### config.mk
export PLATFORM = sky130hd
export DESIGN_NAME = qs_fifo_drain_flat
export DESIGN_NICKNAME = d
export VERILOG_FILES = /design/src/rtl/qs_fifo_drain_if.sv /design/src/rtl/qs_fifo_drain.sv /design/src/flat_wrapper.sv
export SDC_FILE = /design/constraint.sdc
export NUM_CORES = 1
export LEC_CHECK = 0
export ABC_AREA = 1
export BUFFER_PORTS_ARGS = -buffer_cell sky130_fd_sc_hd__clkbuf_2
export CORE_MARGIN = 2
export CORE_UTILIZATION = 52
export DETAILED_ROUTE_END_ITERATION = 8
export HOLD_SLACK_MARGIN = 0.03
export PLACE_DENSITY = 0.87
export SLEW_MARGIN = 10
export SYNTH_ARGS = -nofsm -noshare
export SYNTH_HDL_FRONTEND = slang
export SYNTH_SLANG_ARGS = --single-unit
export TNS_END_PERCENT = 30
### constraint.sdc
create_clock -name clk -period 1.8 [get_ports clk]
set_clock_uncertainty 0.05 [all_clocks]
set_input_delay 0.36 -clock clk [delete_from_list [all_inputs] [get_ports clk]]
set_output_delay 0.36 -clock clk [all_outputs]
set_load 0.01 [all_outputs]
### src/rtl/qs_fifo_drain_if.sv
// ---------------------------------------------------------------------------
// qs_fifo_drain_if
// Bundles the FIFO pop side and the downstream valid/ready stream of the
// qs_fifo_drain adapter.
//
//   fifo_empty_i  FIFO empty flag (into the drain)
//   fifo_pop_o    pop request to the FIFO (out of the drain)
//   fifo_data_i   FIFO pop data; meaningful only while popping a non-empty FIFO
//   out_valid_o   output word available
//   out_ready_i   downstream accepts the word
//   out_data_o    output word (head of the skid buffer)
//   out_last_o    final beat of the current burst
//
// Modports: master = the drain itself, slave = the FIFO/consumer environment.
// ---------------------------------------------------------------------------
interface qs_fifo_drain_if #(
  parameter int DATA_W = 8
);
  logic              fifo_empty_i;
  logic              fifo_pop_o;
  logic [DATA_W-1:0] fifo_data_i;
  logic              out_valid_o;
  logic              out_ready_i;
  logic [DATA_W-1:0] out_data_o;
  logic              out_last_o;

  modport master (
    input  fifo_empty_i, fifo_data_i, out_ready_i,
    output fifo_pop_o, out_valid_o, out_data_o, out_last_o
  );

  modport slave (
    output fifo_empty_i, fifo_data_i, out_ready_i,
    input  fifo_pop_o, out_valid_o, out_data_o, out_last_o
  );
endinterface

### src/rtl/qs_fifo_drain.sv
// ---------------------------------------------------------------------------
// qs_fifo_drain
// Pop-side adapter for a synchronous FIFO. Pops words whenever there is room
// in a 2-entry skid buffer, captures the combinational pop data on the same
// edge, and presents the words as a registered valid/ready stream framed into
// bursts of BURST_LEN beats (out_last_o on the final beat of each burst).
//
// Parameters:
//   DATA_W     width of FIFO words and output data
//   BURST_LEN  output beats per burst (>= 1)
//
// Ports:
//   clk         clock, all state on the rising edge
//   reset       asynchronous, active-high reset
//   flush_i     synchronous flush of the buffer and burst counter
//   bus         qs_fifo_drain_if.master (FIFO pop side + output stream)
//   word_cnt_o  [15:0] completed-handshake counter, present only when the
//               macro QS_DRAIN_CNT_EN is defined
//
// The pop request depends only on registered state and the FIFO flag, so
// there is no combinational path from out_ready_i to fifo_pop_o.
// ---------------------------------------------------------------------------
module qs_fifo_drain #(
  parameter int DATA_W    = 8,
  parameter int BURST_LEN = 4
) (
  input  logic                clk,
  input  logic                reset,
  input  logic                flush_i,
  qs_fifo_drain_if.master     bus
`ifdef QS_DRAIN_CNT_EN
  ,
  output logic [15:0]         word_cnt_o
`endif
);

  localparam int BEAT_W = (BURST_LEN > 1) ? $clog2(BURST_LEN) : 1;
  localparam logic [BEAT_W-1:0] LAST_BEAT = BEAT_W'(BURST_LEN - 1);

  logic [1:0]        count_q, count_d;
  logic [DATA_W-1:0] slot0_q, slot0_d;
  logic [DATA_W-1:0] slot1_q, slot1_d;
  logic [BEAT_W-1:0] beat_q,  beat_d;

  logic pop;
  logic deq;
  logic out_valid;

  assign out_valid = (count_q != 2'd0);

  // Reset is included so the pop is suppressed even before the async clear
  // of count_q has propagated.
  assign pop = !reset && !bus.fifo_empty_i && (count_q < 2'd2) && !flush_i;
  assign deq = out_valid && bus.out_ready_i;

  // Next-state of the skid buffer and burst counter. A pop lands in the first
  // slot that is free once a same-cycle dequeue has been taken into account.
  always_comb begin
    count_d = count_q;
    slot0_d = slot0_q;
    slot1_d = slot1_q;
    beat_d  = beat_q;

    if (flush_i) begin
      // Words in the buffer are dropped; a coinciding handshake is not counted.
      count_d = 2'd0;
      beat_d  = '0;
    end else begin
      case (count_q)
        2'd0: begin
          if (pop) begin
            slot0_d = bus.fifo_data_i;
            count_d = 2'd1;
          end
        end
        2'd1: begin
          if (pop && !deq) begin
            slot1_d = bus.fifo_data_i;
            count_d = 2'd2;
          end else if (pop && deq) begin
            slot0_d = bus.fifo_data_i;
          end else if (deq) begin
            count_d = 2'd0;
          end
        end
        2'd2: begin
          if (deq) begin
            slot0_d = slot1_q;
            count_d = 2'd1;
          end
        end
        default: begin
          count_d = 2'd0;
        end
      endcase

      if (deq) begin
        beat_d = (beat_q == LAST_BEAT) ? '0 : beat_q + BEAT_W'(1);
      end
    end
  end

  always_ff @(posedge clk or posedge reset) begin
    if (reset) begin
      count_q <= 2'd0;
      slot0_q <= '0;
      slot1_q <= '0;
      beat_q  <= '0;
    end else begin
      count_q <= count_d;
      slot0_q <= slot0_d;
      slot1_q <= slot1_d;
      beat_q  <= beat_d;
    end
  end

  assign bus.fifo_pop_o  = pop;
  assign bus.out_valid_o = out_valid;
  assign bus.out_data_o  = slot0_q;
  assign bus.out_last_o  = out_valid && (beat_q == LAST_BEAT);

`ifdef QS_DRAIN_CNT_EN
  logic [15:0] word_cnt_q, word_cnt_d;

  // Flush takes priority over a same-cycle handshake; wraps naturally.
  always_comb begin
    word_cnt_d = word_cnt_q;
    if (flush_i) begin
      word_cnt_d = 16'd0;
    end else if (deq) begin
      word_cnt_d = word_cnt_q + 16'd1;
    end
  end

  always_ff @(posedge clk or posedge reset) begin
    if (reset) begin
      word_cnt_q <= 16'd0;
    end else begin
      word_cnt_q <= word_cnt_d;
    end
  end

  assign word_cnt_o = word_cnt_q;
`endif

endmodule

### src/flat_wrapper.sv
// flat-port wrapper written by rule: the top's interface ports become plain ports
module qs_fifo_drain_flat 
#(
  parameter int DATA_W    = 8,
  parameter int BURST_LEN = 4
)
  (clk, reset, flush_i, bus_fifo_empty_i, bus_fifo_data_i, bus_out_ready_i, bus_fifo_pop_o, bus_out_valid_o, bus_out_data_o, bus_out_last_o);
  qs_fifo_drain_if #(.DATA_W(DATA_W)) bus_i ();
  input  logic clk;
  input  logic reset;
  input  logic flush_i;
  input wire logic [$bits(bus_i.fifo_empty_i)-1:0] bus_fifo_empty_i;
  input wire logic [$bits(bus_i.fifo_data_i)-1:0] bus_fifo_data_i;
  input wire logic [$bits(bus_i.out_ready_i)-1:0] bus_out_ready_i;
  output wire logic [$bits(bus_i.fifo_pop_o)-1:0] bus_fifo_pop_o;
  output wire logic [$bits(bus_i.out_valid_o)-1:0] bus_out_valid_o;
  output wire logic [$bits(bus_i.out_data_o)-1:0] bus_out_data_o;
  output wire logic [$bits(bus_i.out_last_o)-1:0] bus_out_last_o;
  assign bus_i.fifo_empty_i = bus_fifo_empty_i;
  assign bus_i.fifo_data_i = bus_fifo_data_i;
  assign bus_i.out_ready_i = bus_out_ready_i;
  assign bus_fifo_pop_o = bus_i.fifo_pop_o;
  assign bus_out_valid_o = bus_i.out_valid_o;
  assign bus_out_data_o = bus_i.out_data_o;
  assign bus_out_last_o = bus_i.out_last_o;
  qs_fifo_drain #(.DATA_W(DATA_W), .BURST_LEN(BURST_LEN)) u_core (.clk(clk), .reset(reset), .flush_i(flush_i), .bus(bus_i));
endmodule
==> results of run 1 <==
cell families after synthesis:
family / after synthesis / synth area share, %
compound gates: 12 / 9.14
fa+ha+maj: 1 / 1.13
simple gates: 87 / 36.2
buf+inv: 19 / 8.35
flops: 20 / 45.1
layer usage:
metal  part of all wire (%)  routed length, µm  up-vias
li1                       -                  -      485
met1                     44                974      434
met2                     48               1060       41
met3                    5.4                118        7
met4                    2.0                 44        0
met5                      0                  0        -
per-stage QoR:
step           cells  util (%)  setup WS (ns)  power, mW  hold slack (ns)
2_1_floorplan    139         -         0.0708      0.948            0.282
3_3_place_gp     186      62.1          0.378       1.06            0.359
3_5_place_dp     186      62.1          0.289       1.08            0.369
4_1_cts          189      63.2         0.0279       1.29           0.0458
5_1_grt          189      63.3         0.0251       1.38           0.0566
6_report         189      63.3         0.0904       1.28           0.0323
power breakdown:
| group | switching, mW | leakage (nW) | internal, mW | total, mW |
|---|---|---|---|---|
| Combinational | 0.242 | 0.436 | 0.160 | 0.402 |
| Sequential | 0.0887 | 0.255 | 0.584 | 0.673 |
| Clock | 0.131 | 0.0138 | 0.0782 | 0.209 |
tightest hold or removal path, cell delays in order:
cell	delay, ns
clkbuf_2	0.09
inv_1	0.06
buf_4	0.26
cells in the mapped netlist:
cell and instances:
nor2_2 1, buf_2 1, buf_6 2, a21oi_1 2, nor2_1 7, nand3_4 1, buf_4 1, dfrtp_1 20
inv_1 12, o21ai_1 1, clkinv_2 1, nand2_4 2, nand3_1 17, nor2_4 1, a21oi_4 1, ha_1 1
o21ai_2 8, nand2_2 5, inv_2 2, nand2_1 52, nand4_1 1
cell type report:
| cell class | count | area share [%] |
|---|---|---|
| inverter | 15 | 4.59 |
| timing repair buffer | 24 | 9.78 |
| clock buffer | 3 | 1.80 |
| multi-input combinational | 100 | 41.1 |
| sequential | 20 | 40.0 |
| tap | 27 | 2.69 |
worst paths after layout:
kind	startpoint	cells after the start	slack, ns	endpoint
min in group clk	bus_fifo_data_i[6]	3	0.24	u_core.slot1_q[6]
hold / removal	reset	3	0.03	u_core.count_q[0]
max in group asynchronous	reset	3	1.45	u_core.count_q[1]
setup reg to reg	u_core.count_q[1]	6	0.30	u_core.slot1_q[7]
hold reg to reg	u_core.bus.out_data_o[6]	2	0.43	u_core.bus.out_data_o[6]
setup / recovery	u_core.count_q[1]	4	0.09	bus_fifo_pop_o
state kept, by name, summed over array words and instances, names as in the netlist:
name                   cells
u_core.count_q             2
u_core.beat_q              2
u_core.slot1_q             8
u_core.bus.out_data_o      8
cells in the final DEF (no fill, tap or decap):
master    synthesis  routed
a21oi_1           2       2
a21oi_4           1       1
buf_4             1       1
clkbuf_2          0      23
clkbuf_4          0       3
clkinv_2          1       1
dfrtp_1          20      19
dfrtp_2           0       1
ha_1              1       1
inv_1            12      12
inv_2             2       2
nand2_1          52      52
nand2_2           5       5
nand2_4           2       2
nand3_1          17      17
nand3_4           1       1
nand4_1           1       1
nor2_1            7       7
nor2_2            1       1
nor2_4            1       1
o21ai_1           1       1
o21ai_2           8       8
what timing repair did:
item | 4_1_cts | 5_1_grt
gates resized for setup | 0 | 1
setup buffers | 0 | 0
endpoints found under the hold margin | 0 | 0
hold buffers | 0 | 0
setup endpoints to repair | 0 | 1
==> out/summary.txt, run 1 <==
Max Clk Rate: 585 MHz
Max clock buf depth: 2
gr usage total: 19.8%
total CTS buffers: 3
post-synthesis cell count: 139
post-synthesis cell area: 1110 µm²
fill count: 178
post-route cell area: 1250 µm²
CP Capture Type: output pin
RSZ-0062 raised after global routing: no
top post-synthesis cells by area: dfrtp_1 (45%), nand2_1 (18%), nand3_1 (7.7%)
Max Slew Vio Count: 0
pin count of the biggest net entering global routing: 21
Syn Nets: 153
setup_tns: 0 ns
area delta synth->final: 13.1%
drt initial violations: 35
Initial Util: 55.9%
Worst Max-Slew Pin Slew: 0.255 ns
layout cell share with drive strength beyond 1: 30.9%
worst rel slew slack: 83.0%
vias in the first global route: 875
initial antenna violation count: 0
DP Area: 1230 µm²
data arrival time of the critical path: 1.30 ns
first-pass GRT wire length: 3820 µm
Reg area: 502 µm²
ant diodes: 0
Via Count: 967
Synth area leader: dfrtp_1
core area: 1980 µm²
leak pwr: 0.704 nW
met1 Use GR: 25.1%
drt total wl: 2200 µm
Port Buf Inserts: 23
Clock Latency Late Sink: 0.30 ns
Die Y: 50.2 µm
H-tree depth: 1
status: finished, final reports clean
grt peak-use layer: met2
critical path launch point type: flip-flop
Worst Path Buf+Inv: 2
post-synth top area share: 45.1%
Root Buffer: clkbuf_4
via density per instance: 5.12
DRT Pass-1 Iters: 4
CTS sink cnt: 20
sequential fraction of the synthesis area: 45.1%
crit path cell chain: inv_2, nand2_2, nor2_4, clkbuf_2
Die ar.: 2520 µm²
synthesized area per cell: 7.98 µm²
hpwl dp: 1640 µm
CP Class: flip-flop to output pin
slowest cell delay on critical path: 0.51 ns
Hold Path Class: input port to async pin
Net count, final: 178
# IOs: 24
post-route minimum period: 1.71 ns
max_cap viols: 0
crit-path max FO: 13
Cell Pwr Density: 1020 nW/µm²
antenna viol nets, final: 0
Worst EP required: 1.39 ns
final hold violations: 0
area of the multi-input gates: 515 µm²
CTS tree: yes
Setup Viol. Count Final: 0
maximum VDD drop: 0.632 mV
cell family with most CP delay: flip-flops
CP max-delay cell: dfrtp_2
GRT met3 Usage: 2.68%
yosys warns: 0
Residual DRC: 0
flops & latches, synth: 20
grt total ovfl: 0
count of unique library cells instantiated by Yosys: 21
Die Span X: 50.2 µm
Routed wire per std cell: 11.6 µm
Worst-path clk slew: 0.10 ns
gpl congestion: 0.797
GRT met2 Usage: 35.1%
Period Utilization, post-route: 95.0%
row cnt: 16
Power figures use the tool's default switching activity.
==> inputs of run 2 (changes only) <==
--- a/config.mk
+++ b/config.mk
@@ -6,12 +6,12 @@
 export NUM_CORES = 1
 export LEC_CHECK = 0
 export ABC_AREA = 1
-export BUFFER_PORTS_ARGS = -buffer_cell sky130_fd_sc_hd__clkbuf_2
+export BUFFER_PORTS_ARGS = -buffer_cell sky130_fd_sc_hd__buf_4
 export CORE_MARGIN = 2
-export CORE_UTILIZATION = 52
+export CORE_UTILIZATION = 56
 export DETAILED_ROUTE_END_ITERATION = 8
 export HOLD_SLACK_MARGIN = 0.03
-export PLACE_DENSITY = 0.87
+export PLACE_DENSITY = 0.92
 export SLEW_MARGIN = 10
 export SYNTH_ARGS = -nofsm -noshare
 export SYNTH_HDL_FRONTEND = slang
==> constraint.sdc (replaced) <==
create_clock -name clk -period 2.2 [get_ports clk]
set_clock_uncertainty 0.05 [all_clocks]
set_input_delay 0.44 -clock clk [delete_from_list [all_inputs] [get_ports clk]]
set_output_delay 0.44 -clock clk [all_outputs]
set_load 0.01 [all_outputs]
==> run 2 against run 1 <==
  * Core utilization is 5.6 points higher
  * Clock power is 2% higher
  * First-iteration DRC count is 26% lower
  * Via count is 1.8% higher
  * Critical path depth stayed put
  * Die area is 6.6% lower
  * Highest routed layer unchanged
  * Worst hold slack better by 0.11 ns
==> out/summary.txt, run 2 (same netlist as run 1, synthesis figures left out) <==
Initial Util: 57.7% (+1.7 points)
Net count, final: 178 (unchanged)
via density per instance: 5.18 (+1.2%)
Die Y: 48.5 µm (-3.3%)
Clock Latency Late Sink: 0.30 ns (about the same)
most frequent cells in the layout: nand2_1 (52), buf_4 (24), dfrtp_1 (20)
vias in the first global route: 950 (+8.6%)
H-tree depth: 1 (unchanged)
gr usage total: 21.4% (+1.6 points)
Max Slew Vio Count: 0 (unchanged)
pin count of the biggest net entering global routing: 21 (unchanged)
Setup Viol. Count Final: 0 (unchanged)
DRT Pass-1 Iters: 4 (unchanged)
Port Buf Inserts: 23 (unchanged)
worst rel slew slack: 72.0% (-11 points)
drt initial violations: 26 (-26%)
area delta synth->final: 19.4%
Max clock buf depth: 2 (unchanged)
CP Class: flip-flop to output pin
leak pwr: 0.729 nW (+3.5%)
CTS tree: yes
final worst slack: 0.330 ns (+0.240 ns)
Worst-path clk slew: 0.11 ns (about the same)
RSZ-0062 raised after global routing: no
critical path launch point type: flip-flop
DP Area: 1290 µm² (+4.7%)
Via Count: 984 (+1.8%)
crit path cell chain: inv_2, nand2_2, nor2_4, buf_4
Die Span X: 48.5 µm (-3.3%)
row cnt: 16 (unchanged)
antenna viol nets, final: 0 (unchanged)
commonest non-fill, non-tap cell in the layout: nand2_1
total CTS buffers: 3 (unchanged)
Worst EP required: 1.71 ns (+0.32 ns)
# hold bufs at CTS: 0 (unchanged)
setup_tns: 0 ns (unchanged)
Residual DRC: 0 (unchanged)
PostCTS Resize Cnt: 0 (unchanged)
Hold Path Class: input port to async pin
drt total wl: 2200 µm (about the same)
Die ar.: 2350 µm² (-6.6%)
CP Capture Type: output pin
first-pass GRT wire length: 3950 µm (+3.2%)
grt total ovfl: 0 (unchanged)
CTS sink cnt: 20 (unchanged)
CP max-delay cell: dfrtp_1
ant diodes: 0 (unchanged)
R2R depth: 6 (unchanged)
Max Clk Rate: 535 MHz
max_cap viols: 0 (unchanged)
# IOs: 24 (unchanged)
Worst Max-Slew Pin Slew: 0.420 ns (+0.165 ns)
switching power: 0.375 mW (-19%)
switch share: 33.5% (-2.4 points)
pre-CTS setup slack: 0.668 ns (+0.379 ns)
gpl congestion: 0.788 (-1.2%)
Routed wire per std cell: 11.6 µm (-0.57%)
Power Internal: 0.744 mW (-9.6%)
post-route minimum period: 1.87 ns
fill count: 174 (-2.2%)
crit-path max FO: 13 (unchanged)
status: finished, final reports clean
RR Startpoint: u_core.count_q[1]
maximum VDD drop: 0.584 mV (-7.7%)
Root Buffer: clkbuf_4
post-route cell area: 1320 µm² (+5.6%)
Seq pwr share: 48.3% (-4.1 points)
core area: 1920 µm² (-3.0%)
combinational fraction of design power: 32.7% (+1.4 points)
final hold violations: 0 (unchanged)
layout cell share with drive strength beyond 1: 30.7% (-0.19 points)
Period Utilization, post-route: 85.0%
Clock Power Share: 19.0% (+2.7 points)
Setup Buffers After CTS: 0 (unchanged)
initial antenna violation count: 0 (unchanged)
Cell Pwr Density: 846 nW/µm² (-17%)
slowest cell delay on critical path: 0.54 ns (+0.03 ns)
hpwl dp: 1720 µm (+5.0%)
Critical path origin: u_core.count_q[1]
data arrival time of the critical path: 1.38 ns (+0.08 ns)
-- run 2: changes by cell type in the layout (fill, tap and decap cells not counted) --
cell,before,now
clkbuf_8,0,1
buf_4,1,24
dfrtp_2,1,0
clkbuf_2,23,0
dfrtp_1,19,20
-- run 2: layout make-up --
cell class              count  area (µm²)  share of cell area [%]
inverters                  15        57.6                    4.35
flip-flops and latches     20         500                    37.8
well taps                  27        33.8                    2.55
repair buffers             24         180                    13.6
multi-input cells         100         515                    38.9
clock buffers               4        36.3                    2.74
-- run 2: worst paths after layout --
check | end | slack [ns]
worst min register to register | u_core.bus.out_data_o[1] | 0.43
worst max register to register | u_core.slot1_q[6] | 0.65
worst max-delay path | bus_fifo_pop_o | 0.33
max in group asynchronous | u_core.bus.out_data_o[4] | 1.76
worst min-delay path | u_core.slot1_q[2] | 0.14
min in group clk | u_core.beat_q[0] | 0.32
-- run 2: critical path, delay by kind of cell (launching register included) --
kind	cells	cell delay, ns
and+or+nand+nor	2	0.22
DFF	1	0.54
buffers and inverters	2	0.31
-- run 2: per-stage QoR --
step	power (mW)	hold WS, ns	utilization (%)	instances
CTS	1.13	0.147	68.9	190
finish	1.12	0.142	68.9	190
global placement	0.898	0.409	67.0	186
detailed placement	0.916	0.412	67.0	186
floorplan	0.776	0.362	-	139
global route	1.20	0.181	68.9	190
-- run 2: power groups by stage --
| stage | registers, mW | logic [mW] | clock network (mW) |
|---|---|---|---|
| final | 0.541 | 0.366 | 0.213 |
| after global routing | 0.558 | 0.412 | 0.231 |
| after CTS | 0.540 | 0.370 | 0.215 |
| after detailed placement | 0.548 | 0.368 | 0 |
| after global placement | 0.545 | 0.354 | 0 |
| after floorplan | 0.560 | 0.216 | 0 |
-- run 2: routing by layer --
metal	part of all wire, %	vias up	wire, µm	GRT usage [%]
met2	48	34	1050	34.0
met3	3.9	10	86	3.70
li1	-	486	-	-
met4	3.9	0	86	14.8
met5	0	-	0	0
met1	45	454	980	26.7
